<file path="config.mk">
export PLATFORM = sky130hd
export DESIGN_NAME = gray_ptr_counter
export DESIGN_NICKNAME = d
export VERILOG_FILES = /design/src/rtl/gray_ptr_counter.sv
export SDC_FILE = /design/constraint.sdc
export NUM_CORES = 1
export LEC_CHECK = 0
export CAP_MARGIN = 5
export CORE_MARGIN = 2
export CORE_UTILIZATION = 38
export CTS_CLUSTER_SIZE = 10
export DETAILED_ROUTE_END_ITERATION = 12
export PLACE_DENSITY_LB_ADDON = 0.2
export RECOVER_POWER = 50
export SKIP_CTS_REPAIR_TIMING = 1
export SLEW_MARGIN = 20
export SYNTH_ARGS = -nofsm -noshare
export SYNTH_HDL_FRONTEND = slang
export SYNTH_SLANG_ARGS = --single-unit
export TNS_END_PERCENT = 5
</file>
<file path="constraint.sdc">
create_clock -name i_clk -period 1.8 [get_ports i_clk]
set_clock_uncertainty 0.1 [all_clocks]
set_input_delay 0.36 -clock i_clk [delete_from_list [all_inputs] [get_ports i_clk]]
set_output_delay 0.36 -clock i_clk [all_outputs]
set_load 0.02 [all_outputs]
</file>
<file path="src/rtl/gray_ptr_counter.sv">
// One side of an async FIFO: binary/Gray pointer pair plus a registered Full
// (write side) or Empty (read side) flag. Define GRAY_PTR_LEVEL_EN to add o_level.
module gray_ptr_counter #(
    parameter int ADDR_WIDTH = 4,
    parameter bit WRITE_SIDE = 1'b1
) (
    input  logic                  i_clk,
    input  logic                  i_rst,
    input  logic                  i_inc,
    input  logic [ADDR_WIDTH:0]   i_sync_gray_ptr,
    output logic [ADDR_WIDTH-1:0] o_addr,
    output logic [ADDR_WIDTH:0]   o_gray_ptr,
`ifdef GRAY_PTR_LEVEL_EN
    output logic [ADDR_WIDTH:0]   o_level,
`endif
    output logic                  o_flag
);
    localparam int PW = ADDR_WIDTH + 1;
    // One full lap apart shows up in Gray code as the top two bits inverted.
    localparam logic [PW-1:0] LAP_MASK = PW'(3) << (PW - 2);

    logic [PW-1:0] r_bin;
    logic [PW-1:0] r_gray;
    logic          r_flag;

    logic          w_accept;
    logic [PW-1:0] w_bin_next;
    logic [PW-1:0] w_gray_next;
    logic [PW-1:0] w_full_target;
    logic          w_flag_next;

    assign w_accept      = i_inc & ~r_flag;
    assign w_bin_next    = r_bin + PW'(w_accept);
    assign w_gray_next   = w_bin_next ^ (w_bin_next >> 1);
    assign w_full_target = i_sync_gray_ptr ^ LAP_MASK;

    // Compared every cycle so a moving opposite pointer alone can clear the flag.
    assign w_flag_next = WRITE_SIDE ? (w_gray_next == w_full_target)
                                    : (w_gray_next == i_sync_gray_ptr);

    always_ff @(posedge i_clk or posedge i_rst) begin
        if (i_rst) begin
            r_bin  <= '0;
            r_gray <= '0;
            r_flag <= ~WRITE_SIDE;
        end else begin
            r_bin  <= w_bin_next;
            r_gray <= w_gray_next;
            r_flag <= w_flag_next;
        end
    end

    assign o_addr     = r_bin[ADDR_WIDTH-1:0];
    assign o_gray_ptr = r_gray;
    assign o_flag     = r_flag;

`ifdef GRAY_PTR_LEVEL_EN
    logic [PW-1:0] w_sync_bin;
    logic [PW-1:0] w_level_next;
    logic [PW-1:0] r_level;

    // Each binary bit is the XOR of the Gray bits from itself up to the MSB.
    generate
        for (genvar gi = 0; gi < PW; gi++) begin : g_sync_bin
            assign w_sync_bin[gi] = ^i_sync_gray_ptr[PW-1:gi];
        end
    endgenerate

    assign w_level_next = WRITE_SIDE ? (w_bin_next - w_sync_bin)
                                     : (w_sync_bin - w_bin_next);

    always_ff @(posedge i_clk or posedge i_rst) begin
        if (i_rst) begin
            r_level <= '0;
        end else begin
            r_level <= w_level_next;
        end
    end

    assign o_level = r_level;
`endif

endmodule

</file>
Word-level counts from Yosys, hierarchy flattened
Index checks and enable logic that the tools add are counted.

Bitwise gates (word level): 4. $add $sub $neg: 1. Eq/ne operators: 1.

Operators by type and width (number): $add A5 B1 Y5 (1); $eq A5 B5 Y1 (1); $xor A5 B4 Y5 (1); $not A2 Y2 (1); $and A1 B1 Y1 (1); $not A1 Y1 (1).

Register bits: 11. Input bits: 8. Logic and storage cells: 9. Output and inout port bits: 10.

Depth between registers and ports, before layout
Word-level depth: 5. Mapped depth: 7. Mapped depth without buffers: 7.

Least setup slack after synthesis
Ideal clock, no wire load.

Path kind: register to register. Start point: register r_flag, in the netlist o_flag. End point: register r_flag, in the netlist o_flag. Buffers on the path: 0. Path slack: -0.248 ns. Period minus slack after synthesis: 2.048 ns. Library setup time: 0.077 ns. Cell stages (with the launch flop): 8. Arrival time: 1.871 ns. Required time: 1.623 ns. Cells stage by stage: dfrtp_1 > nor2b_1 > ha_1 > ha_1 > and4b_1 > o21a_1 > or3_1 > a21oi_1.

Word-level cells in the longest chain between the ends: 5.

RTL lines: start: declaration (RTL line 24) `logic r_flag;`; start signal: assignment (RTL line 45) `r_flag <= ~WRITE_SIDE;`; start signal: assignment (RTL line 49) `r_flag <= w_flag_next;`; $not A1 Y1 (RTL line 32) `assign w_accept = i_inc & ~r_flag;`; $and A1 B1 Y1 (RTL line 32); $add A5 B1 Y5 (RTL line 33) `assign w_bin_next = r_bin + PW'(w_accept);`; $xor A5 B4 Y5 (RTL line 34) `assign w_gray_next = w_bin_next ^ (w_bin_next >> 1);`; $eq A5 B5 Y1 (RTL line 38) `assign w_flag_next = WRITE_SIDE ? (w_gray_next == w_full_target)`; net w_flag_next (RTL line 30) `logic w_flag_next;`.

The timed path passes the listed nets, and every way through them passes these cells.

Worst setup path in the final report
Ends and elaborated chain as after synthesis.

==> impl_metrics.csv <==
group,metric,value,unit
outcome,status,"finished, violations left",
outcome,violations,"negative setup slack",
floorplan,die_h,40.8,um
final_layout,fin_util,0.672,
hold_path,hold_path_class,"input port to async pin",
global_route,grt_pass1_wl,1730,um
sta,hold_violations,0,
cts,htree_levels,1,
global_route,grt_pass1_vias,408,
floorplan,core-area,1280,sq um
sta,drv_slew,0,
sta,rsz0062_at_grt,"true",
setup_path,start_kind,"register",
final_layout,area_growth,67.9,%
setup_path,crit_arrival,1.96,ns
placed_design,pre_cts_slack,-0.606,ns
placed_design,place_hpwl,869,um
synthesis,synth-main-ff-cell,"dfrtp_1",
detailed_routing,drtIter0Drc,5,
global_route,overflow,0,
cts,clkTransAtPathRegs,0.07,ns
floorplan,die_area,1660,sq um
synthesis,synth_fa_ha_area_frac,0.0487,
synthesis,synthArstFlopShare,1.00,
floorplan,start_util,0.400,
cts,clock_path_buffers,2,
synthesis,syn_inst,40,
synthesis,ys_types,18,
synthesis,synth_xor_area_frac,0.299,
cts,clock-root-buffer,"clkbuf_4",
detailed_routing,vias_per_cell,4.87,
sta,fmax,0.531,GHz
detailed_routing,drt_wl_total,1120,um
setup_path,worst_ep_required_time,1.88,ns
setup_path,worstSetupPathType,"register to register",
setup_path,cp-end-kind,"register",
synthesis,synth.most_common_cell,"dfrtp_1",
synthesis,postSynthAreaPerCell,12.9,sq um
synthesis,synth_compound_area_frac,0.0754,
cts,cts_tree,"yes",
final_layout,drive_gt1_frac,0.309,
detailed_routing,antenna_left,0,
global_route,antenna_found_initial,0,
floorplan,io_pins,18,
final_layout,antennaDiodeCount,0,
power_and_ir_drop,peakVddDrop,0.00114,V
sta,setup_ws,-0.0823,ns
global_route,grt_max_degree,11,
setup_path,cp_max_fo,4,
cts,clkLatencyLatePin,0.26,ns
global_route,grt_use_total,0.166,
synthesis,ys_warn_count,0,
cts,cts_buffers,3,
synthesis,synth_top_area_cell,"dfrtp_1",
sta,fin_crit_sh,1.05,
synthesis,synth_top_family_by_area,"XOR/XNOR gates",
detailed_routing,drcViolationCount,0,
power_and_ir_drop,leakage,0.421,nW
final_layout,nets,79,
synthesis,synth-seq-cells,10,
synthesis,synth_seq_area_share,0.487,
sta,setup_viol,1,
synthesis,synthMuxAreaShare,0,
sta,slew_headroom,0.761,
placed_design,io_buffers,17,
cts,clock-sinks,10,
flow_run,maxCapViolations,0,
sta,fin_crit,1.88,ns
detailed_routing,drtPass1Iterations,4,
synthesis,syn_area,514,sq um
floorplan,rows,13,
sta,worstMarginPinSlew,0.359,ns
placed_design,place.gp.congestion,0.806,
detailed_routing,wl_per_cell,13.5,um
floorplan,die_x,40.8,um
final_layout,nFillCells,101,
synthesis,yosys.area_share.simple,0.0827,
synthesis,ys_top_cells_by_count,"dfrtp_1, xor2_1, xnor2_1",
synthesis,synth_edf_count,0,
synthesis,yosysTopAreaCellShare,0.487,
detailed_routing,via_count,404,
sta,fin_setup_tns,-0.0823,ns
power_and_ir_drop,p_per_area,2120,nW/um^2
synthesis,ys_top_cells_by_area,"dfrtp_1, xor2_1, xnor2_1",
synthesis,syn_nets,50,
cells in the final DEF (no fill, tap or decap):
cell type / count
dfrtp_2: 2
dlymetal6s2s_1: 5
a21oi_2: 1
buf_4: 7
nor2b_4: 1
or3_4: 1
clkbuf_8: 1
xor2_1: 7
a21boi_0: 2
dlygate4sd3_1: 1
ha_4: 2
dfrtp_1: 8
xor2_2: 1
a31oi_1: 1
inv_1: 1
xnor3_4: 1
clkbuf_4: 3
o21ai_1: 1
and4b_1: 1
nor2_4: 1
o21a_1: 1
clkdlybuf4s50_1: 11
nand3_1: 2
xnor3_1: 1
nand4_1: 1
xnor2_1: 4
kinds of logic after synthesis:
| logic type | count (synthesis) |
|---|---|
| xor gates and xnor gates | 14 |
| DFF | 10 |
| adders and majority gates | 2 |
| AOI/OAI and AO/OA | 6 |
| buffers and inverters | 1 |
| and+or+nand+nor | 7 |
layout make-up:
type	instances	area, sq um	share of cell area
Sequential cell	10	253	0.293
Clock buffer	4	36.3	0.0420
Tap cell	15	18.8	0.0217
Inverter	1	3.75	0.00435
Timing Repair Buffer	24	235	0.272
Multi-Input combinational cell	29	317	0.367
through the flow:
step / hold WS (ns) / power [mW] / instance area, sq um / std cells
floorplan: 0.100 / 1.10 / 531 / 40
global placement: 0.454 / 1.53 / 772 / 79
detailed placement: 0.457 / 1.56 / 772 / 79
CTS: 0.281 / 1.76 / 808 / 83
global route: 0.429 / 1.97 / 863 / 83
finish: 0.407 / 1.83 / 863 / 83
flip-flops by register name, summed over array words and instances (netlist names):
| name | count |
|---|---|
| r_bin | 5 |
| o_gray_ptr | 4 |
| o_flag | 1 |
worst max-delay path, cell delays in order, from the launching register on:
cell	delay, ns
dfrtp_2	0.42
nor2b_4	0.13
ha_4	0.16
ha_4	0.14
and4b_1	0.19
o21a_1	0.18
or3_4	0.33
a21oi_2	0.15
where the power goes:
part	leakage (nW)	switching (mW)	total, mW	internal [mW]
Clock	0.0210	0.0757	0.198	0.123
Combinational	0.283	0.510	1.15	0.641
Sequential	0.117	0.129	0.481	0.351
final timing paths:
kind                            slack, ns       end     start  cells past startpoint
worst max-delay path                -0.08    o_flag    o_flag                      7
worst min-delay path                 0.41  r_bin[1]     i_rst                      2
worst max register to register      -0.08    o_flag    o_flag                      7
worst min register to register       0.46  r_bin[0]  r_bin[0]                      1
max in group asynchronous            0.91    o_flag     i_rst                      2
min in group i_clk                   0.42  r_bin[0]     i_inc                      3
metal layers:
metal | vias to the layer above | global-route usage | wire length, um
met3 | 0 | 0.0163 | 35
li1 | 194 | - | -
met4 | 0 | 0.100 | 0
met5 | - | 0 | 0
met2 | 10 | 0.293 | 620
met1 | 200 | 0.190 | 462
Note: power is estimated with default switching activity, not from simulation.
